[src/rtl/echo_timer.sv]
// echo_timer: ultrasonic ranging controller.
// Fires TRIGGER on start, times the synchronised ECHO high pulse.
module echo_timer #(
  parameter int WIDTH          = 16,
  parameter int TRIG_CYCLES    = 10,
  parameter int TIMEOUT_CYCLES = 60000
) (
  input  logic             CLKOUT,
  input  logic             reset,
  input  logic             start,
  input  logic             ECHO,
  output logic             TRIGGER,
  output logic [WIDTH-1:0] count,
  output logic             calculate,
  output logic             busy,
  output logic             timeout,
  output logic             overflow
);

  localparam int TW = $clog2(TRIG_CYCLES + 1);
  localparam int WW = $clog2(TIMEOUT_CYCLES + 1);
  localparam logic [TW-1:0] TRIG_LAST =
    TW'(TRIG_CYCLES - 1);
  localparam logic [WW-1:0] WAIT_LAST =
    WW'(TIMEOUT_CYCLES - 1);
  localparam logic [WIDTH-1:0] CNT_MAX = '1;

  typedef enum logic [1:0] {
    IDLE,
    TRIG,
    WAIT_RISE,
    MEASURE
  } state_t;

  state_t           state, state_n;
  logic             echo_m, echo_s;
  logic [TW-1:0]    trig_cnt, trig_cnt_n;
  logic [WW-1:0]    wait_cnt, wait_cnt_n;
  logic [WIDTH-1:0] echo_cnt, echo_cnt_n;
  logic             done;
  logic [WIDTH-1:0] done_count;
  logic             done_to;
  logic             done_ov;

  always_comb begin
    state_n    = state;
    trig_cnt_n = trig_cnt;
    wait_cnt_n = wait_cnt;
    echo_cnt_n = echo_cnt;
    done       = 1'b0;
    done_count = '0;
    done_to    = 1'b0;
    done_ov    = 1'b0;
    unique case (state)
      IDLE: begin
        if (start) begin
          state_n    = TRIG;
          trig_cnt_n = '0;
          wait_cnt_n = '0;
          echo_cnt_n = '0;
        end
      end
      TRIG: begin
        if (trig_cnt == TRIG_LAST)
          state_n = WAIT_RISE;
        else
          trig_cnt_n = trig_cnt + 1'b1;
      end
      WAIT_RISE: begin
        if (echo_s) begin
          state_n    = MEASURE;
          echo_cnt_n = WIDTH'(1);
        end else if (wait_cnt == WAIT_LAST) begin
          done    = 1'b1;
          done_to = 1'b1;
        end else begin
          wait_cnt_n = wait_cnt + 1'b1;
        end
      end
      MEASURE: begin
        if (!echo_s) begin
          done       = 1'b1;
          done_count = echo_cnt;
        end else if (echo_cnt == CNT_MAX) begin
          // saturate instead of wrapping on a stuck echo
          done       = 1'b1;
          done_count = CNT_MAX;
          done_ov    = 1'b1;
        end else begin
          echo_cnt_n = echo_cnt + 1'b1;
        end
      end
      default: state_n = IDLE;
    endcase
    if (done)
      state_n = IDLE;
  end

  always_ff @(posedge CLKOUT) begin
    if (reset) begin
      state     <= IDLE;
      echo_m    <= 1'b0;
      echo_s    <= 1'b0;
      trig_cnt  <= '0;
      wait_cnt  <= '0;
      echo_cnt  <= '0;
      TRIGGER   <= 1'b0;
      busy      <= 1'b0;
      calculate <= 1'b0;
      count     <= '0;
      timeout   <= 1'b0;
      overflow  <= 1'b0;
    end else begin
      state     <= state_n;
      echo_m    <= ECHO;
      echo_s    <= echo_m;
      trig_cnt  <= trig_cnt_n;
      wait_cnt  <= wait_cnt_n;
      echo_cnt  <= echo_cnt_n;
      TRIGGER   <= (state_n == TRIG);
      busy      <= (state_n != IDLE);
      calculate <= done;
      if (done) begin
        count    <= done_count;
        timeout  <= done_to;
        overflow <= done_ov;
      end
    end
  end

endmodule

[config.mk]
export PLATFORM = sky130hd
export DESIGN_NAME = echo_timer
export DESIGN_NICKNAME = d
export VERILOG_FILES = /design/src/rtl/echo_timer.sv
export SDC_FILE = /design/constraint.sdc
export NUM_CORES = 1
export LEC_CHECK = 0
export CORE_UTILIZATION = 55
export DETAILED_ROUTE_END_ITERATION = 6
export PLACE_DENSITY_LB_ADDON = 0.2
export SYNTH_ARGS = -nofsm -noshare
export SYNTH_HDL_FRONTEND = slang
export SYNTH_SLANG_ARGS = --single-unit
[constraint.sdc]
create_clock -name CLKOUT -period 2.6 [get_ports CLKOUT]
set_input_delay 0.65 -clock CLKOUT [delete_from_list [all_inputs] [get_ports CLKOUT]]
set_output_delay 0.65 -clock CLKOUT [all_outputs]
set_load 0.05 [all_outputs]
==> key figures <==
Layout
  – Most frequent cells in the layout: dfxtp_1 (61), o2111ai_1 (34), nand3_1 (33)
  – Fillers: 457
  – N_diodes: 0
  – Most common cell after layout, fill and taps aside: dfxtp_1
  – Synth-to-Final Area Change: 18.1%
  – Multi-input gate area: 1860 um^2
  – Fin nets: 416
  – Layout cells sized above 1: 0.111
  – Register Area: 1220 um^2

Job
  – MaxCap Viol Count: 0

Worst setup path
  – R2r worst-path depth: 6
  – Worst setup EP type: flip-flop
  – Max Fanout on Critical Path: 15
  – Worst setup SP type: flip-flop
  – Worst Path Class, Setup: flip-flop to flip-flop
  – FF-to-FF setup slack: 0.26 ns
  – Worst reg2reg startpoint: echo_cnt[1]
  – CP arrival: 2.57 ns
  – CP required: 2.83 ns
  – R2R Path End: count[14]

Route
  – Vias per inst: 6.67
  – Drt total wl: 8.40 mm
  – Top Metal Used: met4
  – Met2 WL: 4.02 mm
  – Post-route ant nets: 0
  – Routed length on met1: 3.83 mm
  – # DRC: 0
  – Vias: 3,234
  – Initial DRC count: 284
  – First-pass DRT Iterations: 5
  – Met3 wire length: 355 um
  – WL/cell: 17.3 um

Synthesis
  – Top_reg_cell synth: dfxtp_1
  – Seq/Total Area, Yosys: 0.375
  – Post-synth EDFFs: 0
  – Async SR Flop Fraction: 0
  – Top-area cell type share of the netlist area: 0.375
  – Mapped Nets: 393
  – Syn_area_per_cell: 8.46 um^2
  – Cells after Synth: 385
  – Area leader, netlist: dfxtp_1
  – Seq cells post-synth: 61
  – Syn. warnings: 0
  – Netlist cell types: 55
  – Post-Synthesis Cell Area: 3260 um^2
  – Top area cells in the synthesized netlist: dfxtp_1 (38%), o2111ai_1 (9.1%), nand4_1 (6.0%)

Worst hold path
  – Hold Crit Start: echo_m
  – Hold Crit Depth: 1
  – Worst hold-check path type: flip-flop to flip-flop
  – WHS Endpoint: echo_s

Clock tree
  – CTS HTree Levels: 3
  – Clock tree sinks: 61
  – Post-cts repair resize count: 0
  – Hold buffers post-CTS: 0
  – Bufs on Longest Clock Path: 2
  – TritonCTS clock tree: done
  – Worst-Skew Late Latency: 0.34 ns
  – Worst-path clk slew: 0.08 ns
  – CTS Buf Count: 9
  – Clock root cell: clkbuf_8
  – Post-CTS Setup Inserts: 0

Timing
  – Max Clock Skew: 0.00872 ns
  – Period utilization: 0.900
  – Post-layout minimum cycle time: 2.34 ns
  – Max Freq: 427 MHz
  – Slew margin rel.: 0.581
  – Max Transition Viols Final: 0
  – Final setup fails: 0
  – Final Hold Fails: 0
  – Final WS setup: 0.261 ns
  – Total negative slack: 0 ns
  – RSZ-0062 raised after global routing: no
  – Worst-margin pin slew: 0.613 ns

Power and ir drop
  – Max VDD drop: 370 uV
  – Pwr Total: 2020 uW
  – LEAKAGE: 0.00130 uW
  – Pwr/cell area: 524 nW/um^2

Floorplanning
  – Top Ports: 25
  – Starting Density: 0.581
  – Die H: 78.9 um
  – Die ar.: 6230 um^2
  – Row cnt: 27
  – Die extent in x: 78.9 um
  – Core ar.: 5610 um^2

Global route
  – Gr ovfl total: 0
  – Vias in the first global route: 2,939
  – All-layer global routing usage: 0.291
  – Initial antenna violation count: 0
  – Global-route wire length before repair: 14.1 mm
  – Largest net degree at the start of global routing: 51

Place
  – GP Congestion: 0.926
  – Pre-CTS setup slack: 0.0142 ns
  – Quantity of I/O buffers inserted on ports: 24
  – Hpwl dp: 5.54 mm

Status
  – Status: finished, final reports clean
## critical path, cell delays in order (launching register included)
cell	delay [ns]
dfxtp_1	0.45
ha_1	0.26
nand4_1	0.23
or4_1	0.70
buf_4	0.25
o2111ai_1	0.23
nand3_1	0.10
## state kept, by name (all words and copies together) (netlist names)
name,cells
timeout,1
calculate,1
echo_cnt,16
count,16
trig_cnt,4
echo_m,1
echo_s,1
wait_cnt,16
overflow,1
busy,1
TRIGGER,1
state,2
## routing by layer
layer | GRT usage | vias up
met5 | 0 | -
met1 | 0.362 | 1524
met2 | 0.480 | 103
met3 | 0.0667 | 20
li1 | - | 1587
met4 | 0.125 | 0
## per-stage QoR
stage | util | area, um^2 | std cells | hold WS (ns)
final | 0.686 | 3850 | 485 | 0.465
after global routing | 0.686 | 3850 | 485 | 0.491
after CTS | 0.686 | 3850 | 485 | 0.468
after detailed placement | 0.646 | 3620 | 469 | 0.452
after global placement | 0.646 | 3620 | 469 | 0.422
after floorplan | - | 3260 | 385 | 0.414
## cell type report
class / count / share of cell area
multi-input combinational: 281 / 0.482
clock inverter: 6 / 0.0224
tap: 72 / 0.0234
sequential: 61 / 0.318
timing repair buffer: 47 / 0.111
clock buffer: 10 / 0.0358
inverter: 8 / 0.00781
## cells in the mapped netlist, types with 3 or more instances
cell and number:
dfxtp_1 61, o2111ai_1 34, nand3_1 33, nand4_1 31, clkbuf_1 30, a21oi_1 25, nand2_1 20, nor2_1 15
or4_1 15, or3_1 14, o21ai_0 12, o31ai_1 11, inv_1 8, mux2i_1 7, nor4_1 7, ha_1 4
nor2b_1 4, nor3_1 4, xnor2_1 4, and2_1 3, and4_1 3
## report_power, final
part           leakage [uW]  total (uW)  switching [uW]  internal (uW)
registers          0.000493         948            7.05            941
logic              0.000697         119            77.9           40.9
clock network      0.000112         949             386            564
total               0.00130        2020             471           1550
## cell families (layout without fill, tap and decap cells)
group,count (synthesis),in the layout,share of synthesized area
adders and majority gates,4,4,0.0154
muxes,7,7,0.0215
AOI/OAI and AO/OA,103,103,0.231
xor gates and xnor gates,4,4,0.0108
DFF,61,61,0.375
buffers and inverters,43,71,0.0550
and+or+nand+nor,163,163,0.291
## worst max path at each step
| stage | cells after the start | endpoint | from | slack [ns] |
|---|---|---|---|---|
| global placement | 5 | echo_cnt[9] | start | 0.02 |
| detailed placement | 5 | echo_cnt[7] | start | 0.01 |
| floorplan | 6 | echo_cnt[7] | start | 0.41 |
| global route | 6 | count[7] | echo_cnt[1] | 0.09 |
| CTS | 6 | count[14] | echo_cnt[1] | 0.27 |
| finish | 6 | count[14] | echo_cnt[1] | 0.26 |
Note: power is estimated with default switching activity, not from simulation.
